--- src/rtl/mul8_seq_pkg.sv ---
// -----------------------------------------------------------------------------
// mul8_seq_pkg
// Shared types and constants for the sequential 8x8 multiplier controller.
//   state_t     : controller state (IDLE, MUL, DONE)
//   step_t      : partial-product step index 0..3
//   shift/select constants for the four partial products
//   helper functions for the optional zero-skip step mask
// Optional feature macro: MUL8_SEQ_ZERO_SKIP_EN (the helpers are only used
// when it is defined).
// -----------------------------------------------------------------------------
package mul8_seq_pkg;

  typedef enum logic [1:0] {
    IDLE = 2'd0,
    MUL  = 2'd1,
    DONE = 2'd2
  } state_t;

  typedef logic [1:0] step_t;

  // Left shift applied to each step's partial product.
  localparam logic [3:0] SHIFT_S0 = 4'd0;
  localparam logic [3:0] SHIFT_S1 = 4'd4;
  localparam logic [3:0] SHIFT_S2 = 4'd4;
  localparam logic [3:0] SHIFT_S3 = 4'd8;

  // Nibble-select encodings: bit i set means step i uses the high nibble.
  //   step0 a_lo*b_lo, step1 a_lo*b_hi, step2 a_hi*b_lo, step3 a_hi*b_hi
  localparam logic [3:0] A_HI_SEL = 4'b1100;
  localparam logic [3:0] B_HI_SEL = 4'b1010;

  function automatic logic [3:0] step_shift(input step_t s);
    case (s)
      2'd0:    return SHIFT_S0;
      2'd1:    return SHIFT_S1;
      2'd2:    return SHIFT_S2;
      default: return SHIFT_S3;
    endcase
  endfunction

  // A step is active when both of its operand nibbles are nonzero.
  function automatic logic [3:0] active_mask(input logic [7:0] a,
                                             input logic [7:0] b);
    logic a_lo, a_hi, b_lo, b_hi;
    a_lo = |a[3:0];
    a_hi = |a[7:4];
    b_lo = |b[3:0];
    b_hi = |b[7:4];
    return {a_hi & b_hi, a_hi & b_lo, a_lo & b_hi, a_lo & b_lo};
  endfunction

  // Lowest active step; step0 when the mask is empty so one step always runs.
  function automatic step_t first_step(input logic [3:0] mask);
    if (mask[0])      return 2'd0;
    else if (mask[1]) return 2'd1;
    else if (mask[2]) return 2'd2;
    else if (mask[3]) return 2'd3;
    else              return 2'd0;
  endfunction

  // Lowest active step strictly after cur; {found, index}.
  function automatic logic [2:0] next_step(input logic [3:0] mask,
                                           input step_t      cur);
    logic [2:0] res;
    res = 3'b000;
    for (int i = 3; i >= 1; i--) begin
      if (mask[i] && (2'(i) > cur)) res = {1'b1, 2'(i)};
    end
    return res;
  endfunction

endpackage

--- src/rtl/mul8_seq_ctrl_multi4.sv ---
// -----------------------------------------------------------------------------
// multi4
// Combinational 4x4 unsigned nibble multiplier shared by all partial-product
// steps of mul8_seq_ctrl.
//   a : in  4  multiplicand nibble
//   b : in  4  multiplier nibble
//   p : out 8  product a*b
// -----------------------------------------------------------------------------
module multi4 (
  input  logic [3:0] a,
  input  logic [3:0] b,
  output logic [7:0] p
);

  assign p = {4'b0000, a} * {4'b0000, b};

endmodule

--- src/rtl/mul8_seq_ctrl.sv ---
// -----------------------------------------------------------------------------
// mul8_seq_ctrl
// Sequential 8x8 unsigned multiplier. One 4x4 nibble multiplier is reused for
// the four partial products, which are shifted and accumulated into a 16-bit
// product. Valid/ready handshakes on input and output.
//   clk       : in  1   rising-edge clock
//   rst_n     : in  1   asynchronous active-low reset
//   in_valid  : in  1   operand pair presented
//   in_ready  : out 1   operands accepted this cycle when in_valid
//   a, b      : in  8   unsigned operands
//   out_valid : out 1   product available
//   out_ready : in  1   consumer takes product this cycle
//   out       : out 16  product a*b
//   busy      : out 1   high while partial products are being accumulated
// Optional feature macro: MUL8_SEQ_ZERO_SKIP_EN -- skip steps whose operand
// nibbles contain a zero (latency max(1, active steps)); undefined runs all
// four steps with fixed latency 4.
// -----------------------------------------------------------------------------
module mul8_seq_ctrl
  import mul8_seq_pkg::*;
(
  input  logic        clk,
  input  logic        rst_n,
  input  logic        in_valid,
  output logic        in_ready,
  input  logic [7:0]  a,
  input  logic [7:0]  b,
  output logic        out_valid,
  input  logic        out_ready,
  output logic [15:0] out,
  output logic        busy
);

  state_t      state;
  step_t       step;
  logic [7:0]  a_q;
  logic [7:0]  b_q;
  logic [15:0] acc;
`ifdef MUL8_SEQ_ZERO_SKIP_EN
  logic [3:0]  mask_q;
`endif

  logic [3:0]  nib_a;
  logic [3:0]  nib_b;
  logic [7:0]  pp;
  logic [15:0] pp_shifted;
  logic        accept;
  logic        has_next;
  step_t       nxt_step;
  step_t       start_step;

  // Outputs decode directly from registered state / accumulator.
  assign busy      = (state == MUL);
  assign out_valid = (state == DONE);
  assign in_ready  = (state == IDLE) || ((state == DONE) && out_ready);
  assign out       = acc;
  assign accept    = in_valid && in_ready;

  // Nibble muxes feeding the shared multiplier, selected by the current step.
  assign nib_a = A_HI_SEL[step] ? a_q[7:4] : a_q[3:0];
  assign nib_b = B_HI_SEL[step] ? b_q[7:4] : b_q[3:0];

  multi4 u_multi4 (
    .a (nib_a),
    .b (nib_b),
    .p (pp)
  );

  assign pp_shifted = {8'h00, pp} << step_shift(step);

  // NOTE: every signal assigned in always_comb gets a default first, so no
  // path leaves it unassigned and no latch is inferred.
  always_comb begin
    has_next   = 1'b0;
    nxt_step   = 2'd0;
    start_step = 2'd0;
`ifdef MUL8_SEQ_ZERO_SKIP_EN
    {has_next, nxt_step} = next_step(mask_q, step);
    start_step           = first_step(active_mask(a, b));
`else
    has_next = (step != 2'd3);
    nxt_step = step + 2'd1;
`endif
  end

  // NOTE: sequential state uses non-blocking assignments so every register
  // samples the pre-edge values of the others; the async reset clears all
  // state, discarding any operation in flight.
  always_ff @(posedge clk or negedge rst_n) begin
    if (!rst_n) begin
      state <= IDLE;
      step  <= 2'd0;
      a_q   <= 8'h00;
      b_q   <= 8'h00;
      acc   <= 16'h0000;
`ifdef MUL8_SEQ_ZERO_SKIP_EN
      mask_q <= 4'h0;
`endif
    end else if (accept) begin
      // Covers both IDLE and the back-to-back accept out of DONE.
      state <= MUL;
      step  <= start_step;
      a_q   <= a;
      b_q   <= b;
      acc   <= 16'h0000;
`ifdef MUL8_SEQ_ZERO_SKIP_EN
      mask_q <= active_mask(a, b);
`endif
    end else begin
      case (state)
        MUL: begin
          acc <= acc + pp_shifted;
          if (has_next) begin
            step <= nxt_step;
          end else begin
            state <= DONE;
          end
        end
        DONE: begin
          if (out_ready) state <= IDLE;
        end
        default: ;
      endcase
    end
  end

endmodule

--- config.mk ---
export PLATFORM = sky130hd
export DESIGN_NAME = mul8_seq_ctrl
export DESIGN_NICKNAME = d
export VERILOG_FILES = /design/src/rtl/mul8_seq_pkg.sv /design/src/rtl/mul8_seq_ctrl_multi4.sv /design/src/rtl/mul8_seq_ctrl.sv
export SDC_FILE = /design/constraint.sdc
export NUM_CORES = 1
export LEC_CHECK = 0
export BUFFER_PORTS_ARGS = -buffer_cell sky130_fd_sc_hd__buf_2
export CAP_MARGIN = 10
export CORE_MARGIN = 2
export CORE_UTILIZATION = 45
export DETAILED_ROUTE_END_ITERATION = 6
export PLACE_DENSITY_LB_ADDON = 0.3
export SLEW_MARGIN = 20
export SYNTH_ARGS = -nofsm -noshare
export SYNTH_HDL_FRONTEND = slang
export SYNTH_SLANG_ARGS = --single-unit
--- constraint.sdc ---
create_clock -name clk -period 10.97 [get_ports clk]
set_input_delay 1.6455 -clock clk [delete_from_list [all_inputs] [get_ports clk]]
set_output_delay 1.6455 -clock clk [all_outputs]
set_load 0.02 [all_outputs]
Word level (Yosys, flattened, before mapping)
Index checks and enable logic that the tools add are counted.

operators by class
  add/subtract/negate cells = 2
  $mul = 1
  order comparisons = 1
  eq/ne operators = 7
  shift-type cells = 1
  multiplexer cells = 16
  reductions and logical operators = 11

operators by type and width
  cell                 number
  $mux 16              2
  $add 16x16->16       1
  $shl 8x4->16         1
  $mux 2               6
  $mul 4x4->8          1
  $mux 4               2
  $pmux 4 s2           1
  $bmux 1 s2           2
  $eq 2x1->1 const B   2
  $eq 2x2->1 const B   2
  $logic_not 2->1      2
  $pmux 2 s2           1
  $reduce_bool 2->1    2
  $lt 2x3->1 const B   1
  $ne 3x1->1 const B   1
  $ne 3x3->1 const B   1
  $reduce_and 3->1     1
  $reduce_bool 3->1    1
  $add 2x1->2 const B  1
  $logic_and 1x1->1    2
  $mux 1               2
  $ne 2x2->1 const B   1
  $reduce_and 2->1     1
  $reduce_or 2->1      1
  $logic_or 1x1->1     1

storage, ports and cells
  register bits = 36
  output and inout port bits = 19

Logic depth before layout (Yosys ltp)
  depth in word-level cells = 8
  gate-level depth with buffers = 22
  mapped depth without buffers = 21

By module
Synthesis repeated with hierarchy kept, for this count alone.

unflattened totals
  cells, all modules = 326
  area total of the unflattened synthesis = 2867.8 sq um

modules (own cells, without submodules)
  module         times used  cells each  area an instance (sq um)
  mul8_seq_ctrl  1           275         2419.8
  multi4         1           51          447.9

Worst setup path after synthesis
Ideal clock, no wire load.

  path kind = register to register
  start point = reg step[0]
  end point = reg acc[10] (netlist: out[10])
  library setup time = 0.071 ns
  arrival = 4.883 ns
  data required time = 10.899 ns
  slack = 6.016 ns
  cell stages (with the launch flop) = 21
  buffers on the path = 1
  period minus slack after synthesis = 4.954 ns
  cell sequence = dfrtp_1 > clkbuf_1 > mux2i_1 > or2_2 > fa_1 > inv_1 > fa_1 > ha_1 > a21oi_1 > nor2_1 > or4_4 > nand2_1 > mux2i_1 > nor2b_1 > ha_1 > nand2_1 > o31ai_2 > a21o_1 > nand2_1 > or4_1 > nand4_1

between the ends
  word-level cells in the longest chain between the ends = 8
  elaborated cells on any way between the ends = 16
  classes of those cells = 1 x add/sub; 1 x mul; 2 x eq/ne; 1 x shift; 9 x mux; 2 x reduce/logical

ends and longest elaborated chain
  item                           line                                      source
  from (decl)                    mul8_seq_ctrl.sv:35                       step_t step;
  from (signal assigned)         mul8_seq_ctrl.sv:102                      step <= start_step;
  from (signal assigned)         mul8_seq_ctrl.sv:114                      step <= nxt_step;
  $bmux 1 s2 (on tied branches)  mul8_seq_ctrl.sv:60, mul8_seq_ctrl.sv:61
  $mux 1 (on tied branches)      mul8_seq_ctrl.sv:60, mul8_seq_ctrl.sv:61
  $mux 4 (on tied branches)      mul8_seq_ctrl.sv:60, mul8_seq_ctrl.sv:61
  $mul 4x4->8                    mul8_seq_ctrl_multi4.sv:15                assign p = {4'b0000, a} * {4'b0000, b};
  $shl 8x4->16 *                 mul8_seq_ctrl.sv:69                       assign pp_shifted = {8'h00, pp} << step_shift(step);
  $add 16x16->16 *               mul8_seq_ctrl.sv:112                      acc <= acc + pp_shifted;
  $mux 16 *                      mul8_seq_ctrl.sv:110                      case (state)
  $mux 16 *                      mul8_seq_ctrl.sv:99                       end else if (accept) begin
  to (signal assigned)           mul8_seq_ctrl.sv:112
  to (decl)                      mul8_seq_ctrl.sv:38                       logic [15:0] acc;

Every way passes the cells marked *; elsewhere a longest branch is shown, timed or not. The select of a mux whose other input is x is not followed.
A chain may end at the register's enable or synchronous reset.

Worst setup path in the final report
Same ends and word-level chain as after synthesis.

==> flow_summary.yaml <==
outcome:
  outcome: "finished, final reports clean"
timing:
  clock.fmax_ghz: 0.189
  finalWorstPathRequiredPeriod_ns: 5.29
  timing.final.setup_violations: 0
  worst_slew_margin_rel_pct: 35.3
  maxSlewViolCount: 0
  count_of_endpoints_failing_hold_in_the_final_timing_report: 0
  period_share_pct: 48.2
  worst-slew-pin-transition_ns: 0.968
  finalWorstSetupSlack_ns: 5.68
  skew_ns: 0.00677
  setup-tns-final_ns: 0
  rsz_0062_raised_after_global_routing: "false"
power_and_ir_drop:
  sequentialPowerShare_pct: 19.9
  clock_power_share_pct: 14.7
  power_switching_share_pct: 47.0
  net_sw_power_uw: 535
  power.density_nw_per_um2: 343
  static-leakage-power_nw: 1.70
  largest_vdd_supply_drop_v: 0.000176
  power_frac_comb_pct: 65.4
  p_int_uw: 602
synth:
  syn_area_um2: 2910
  main_flop_type_after_synthesis: "sky130_fd_sc_hd__dfrtp_1"
  yosys_warnings: 0
  synth_cells: 334
  number_of_enable_flip_flop_cells_after_synthesis: 0
  fraction_of_registers_with_async_set_or_reset_after_synthesis_pct: 100
  synth.yosys.seq_area_share_pct: 30.9
  syn_nets: 391
  yosys.cell_types.count: 49
  avgSynthCellArea_um2: 8.72
  ys_seq_elements: 36
global_routing:
  largest_net_degree_at_the_start_of_global_routing: 37
  overflow_left_after_global_routing: 0
  total_global_route_track_usage_pct: 18.6
  grt_first_pass_wirelength_um: 10800
  number_of_global_route_vias_before_repair: 2354
  initial_antenna_violation_count: 0
placed_design:
  hpwl_um: 4680
  routabilityCongestion: 0.903
  io_buffers: 38
  dpl_worst_slack_ns: 5.73
setup_path:
  timing.critical_path.arrival_ns: 5.52
  timing.critical_path.mode_cell: "sky130_fd_sc_hd__nand2_1"
  worstSetupEndpointType: "flop"
  crit_path_max_incr_delay_ns: 0.54
  crit_chain: "mux2i_1, or2_2, fa_1, inv_1, fa_1, ha_1, a21oi_1, nor2_1, or4_4, nand2_1, mux2i_1, nor2b_1, ha_1, nand2_1, o31ai_2, a21o_1, nand2_1, or4_1, nand4_1"
  critical_path.startpoint_type: "flop"
  crit_fanout: 6
  critical_path_class: "flop to flop"
  critPathRequiredTime_ns: 11.20
  critical-path-slowest-cell: "sky130_fd_sc_hd__fa_1"
cts:
  cts_hold_repair.buffers: 0
  numCtsBuffers: 5
  cts.root.buffer_cell: "sky130_fd_sc_hd__clkbuf_8"
  clock_pin_slew_reported_for_the_worst_setup_and_hold_paths_after_clock_tree_synthesis_ns: 0.08
  clk-insertion-delay-late_ns: 0.30
  post_cts_resized: 0
  cts_max_level: 2
  tritoncts: "yes"
  clock_path_buffers: 2
  cts.repair_timing.setup_buffer_count: 0
  sinks_on_the_clock_net: 36
floorplan:
  floorplan.initialDensity_pct: 46.1
  ioPinCount: 39
  dieWidth_um: 84.4
  rows: 29
  die_h_um: 84.4
  core_area_um2: 6310
  die_area_um2: 7130
finish:
  fill_cells: 612
  fin_nets: 423
  most-common-layout-cells: "sky130_fd_sc_hd__nand2_1 (59), sky130_fd_sc_hd__buf_2 (38), sky130_fd_sc_hd__nor2_1 (36), sky130_fd_sc_hd__dfrtp_1 (36), sky130_fd_sc_hd__ha_1 (32)"
  final_layout_size_suffix_gt1_share_pct: 16.3
  final_common_cell: "sky130_fd_sc_hd__nand2_1"
  n_antenna_cell: 0
  seq_area_um2: 901
  synthToLayoutAreaGrowth_pct: 13.9
  multi_input_comb_area_um2: 1910
route:
  via_count: 2433
  postRouteAntennaNets: 0
  finalWirelength_um: 6330
  routedWlPerCell_um: 14.3
  drt_drc_violations_left: 0
  vias_per_cell: 5.48
  dr.first_iter.drc_count: 86
  drt_pass1_iterations: 4
hold_path:
  hp-class: "flop to flop"
job:
  drv_cap: 0
[critical path: cells and delay by family (launching register included)]
family          cells  cell delay [ns]
mux                 2             0.26
fa+ha+maj           4             1.77
simple gates        9             1.81
buf+inv             1             0.05
compound gates      3             0.83
flops               1             0.50
[metrics by stage]
step           power (mW)  cell area (um2)  instances  util (%)  hold WS (ns)
3_5_place_dp        0.973             3160        436      50.0         0.464
5_1_grt              1.24             3320        444      52.5         0.505
3_3_place_gp        0.954             3160        436      50.0         0.468
6_report             1.14             3320        444      52.5         0.478
2_1_floorplan       0.807             2910        334         -         0.445
4_1_cts              1.15             3320        444      52.5         0.483
[synthesized netlist by cell type, types with 2 or more instances]
| library cell | count | share of area, % |
|---|---|---|
| sky130_fd_sc_hd__a31oi_1 | 3 | 0.64 |
| sky130_fd_sc_hd__o211ai_1 | 3 | 0.77 |
| sky130_fd_sc_hd__xnor2_1 | 10 | 3.0 |
| sky130_fd_sc_hd__nand4b_1 | 2 | 0.60 |
| sky130_fd_sc_hd__nand3_1 | 3 | 0.52 |
| sky130_fd_sc_hd__o22ai_1 | 3 | 0.64 |
| sky130_fd_sc_hd__nor2b_1 | 10 | 2.1 |
| sky130_fd_sc_hd__or2_2 | 4 | 0.86 |
| sky130_fd_sc_hd__nand2b_1 | 4 | 0.86 |
| sky130_fd_sc_hd__mux2i_1 | 20 | 6.9 |
| sky130_fd_sc_hd__a21oi_1 | 19 | 3.3 |
| sky130_fd_sc_hd__and4_1 | 2 | 0.60 |
| sky130_fd_sc_hd__nor3b_1 | 3 | 0.77 |
| sky130_fd_sc_hd__a21o_1 | 5 | 1.3 |
| sky130_fd_sc_hd__clkbuf_1 | 14 | 1.8 |
| sky130_fd_sc_hd__nor2_1 | 36 | 4.6 |
| sky130_fd_sc_hd__o21ai_0 | 8 | 1.4 |
| sky130_fd_sc_hd__fa_1 | 5 | 3.4 |
| sky130_fd_sc_hd__dfrtp_1 | 36 | 31 |
| sky130_fd_sc_hd__nor3_1 | 2 | 0.34 |
| sky130_fd_sc_hd__ha_1 | 32 | 14 |
| sky130_fd_sc_hd__a22o_1 | 2 | 0.60 |
| sky130_fd_sc_hd__inv_1 | 11 | 1.4 |
| sky130_fd_sc_hd__and2_1 | 2 | 0.43 |
| sky130_fd_sc_hd__xor2_1 | 4 | 1.2 |
| sky130_fd_sc_hd__or3_1 | 2 | 0.43 |
| sky130_fd_sc_hd__o21a_1 | 4 | 1.0 |
| sky130_fd_sc_hd__a211oi_1 | 3 | 0.77 |
| sky130_fd_sc_hd__nand4_1 | 4 | 0.86 |
| sky130_fd_sc_hd__nand2_1 | 59 | 7.6 |
[registers in the layout, indices dropped and copies added, names as in the netlist]
signal,flops
a_q,8
b_q,8
out,16
state,2
step,2
[power groups by stage]
stage	logic [mW]	registers (mW)	clock network (mW)
floorplan	0.573	0.234	0
global placement	0.724	0.230	0
detailed placement	0.743	0.230	0
CTS	0.752	0.227	0.170
global route	0.834	0.234	0.175
finish	0.743	0.227	0.167
[cells by family (layout without fill, tap and decap cells)]
kind of cell	after synthesis	count (layout)	share of synthesized area, %
multiplexers	21	21	7.26
AND/OR/NAND/NOR	137	137	21.7
XOR/XNOR	15	15	4.77
AO/OA/AOI/OAI	62	62	14.7
flip-flops	36	36	30.9
adder cells (fa/ha/maj)	37	37	17.2
buffers and inverters	26	59	3.35
[area by class of cell]
class / instances / area share (%)
Tap cell: 77 / 2.91
Timing Repair Buffer: 40 / 6.19
Clock buffer: 5 / 2.08
Clock inverter: 3 / 2.72
Inverter: 11 / 1.25
Sequential cell: 36 / 27.2
Multi-Input combinational cell: 272 / 57.7
[per-layer routing]
metal	track usage [%]	routed length (um)	vias to the layer above
li1	-	-	1221
met1	23.4	2910	1148
met2	32.7	3080	58
met3	3.44	264	6
met4	5.19	69	0
met5	0	0	-
[worst paths after layout]
kind                                startpoint                   to  slack, ns  cells after the start
hold / removal              b_q[7]$_DFFE_PN0P_   b_q[7]$_DFFE_PN0P_       0.48                      2
hold reg to reg             b_q[7]$_DFFE_PN0P_   b_q[7]$_DFFE_PN0P_       0.48                      2
setup / recovery           step[0]$_DFFE_PN0P_  out[10]$_DFFE_PN0P_       5.68                     19
min in group asynchronous                rst_n  out[14]$_DFFE_PN0P_       1.44                      1
setup reg to reg           step[0]$_DFFE_PN0P_  out[10]$_DFFE_PN0P_       5.68                     19
max in group asynchronous                rst_n   a_q[1]$_DFFE_PN0P_       9.01                      1
Note: power is estimated with default switching activity, not from simulation.
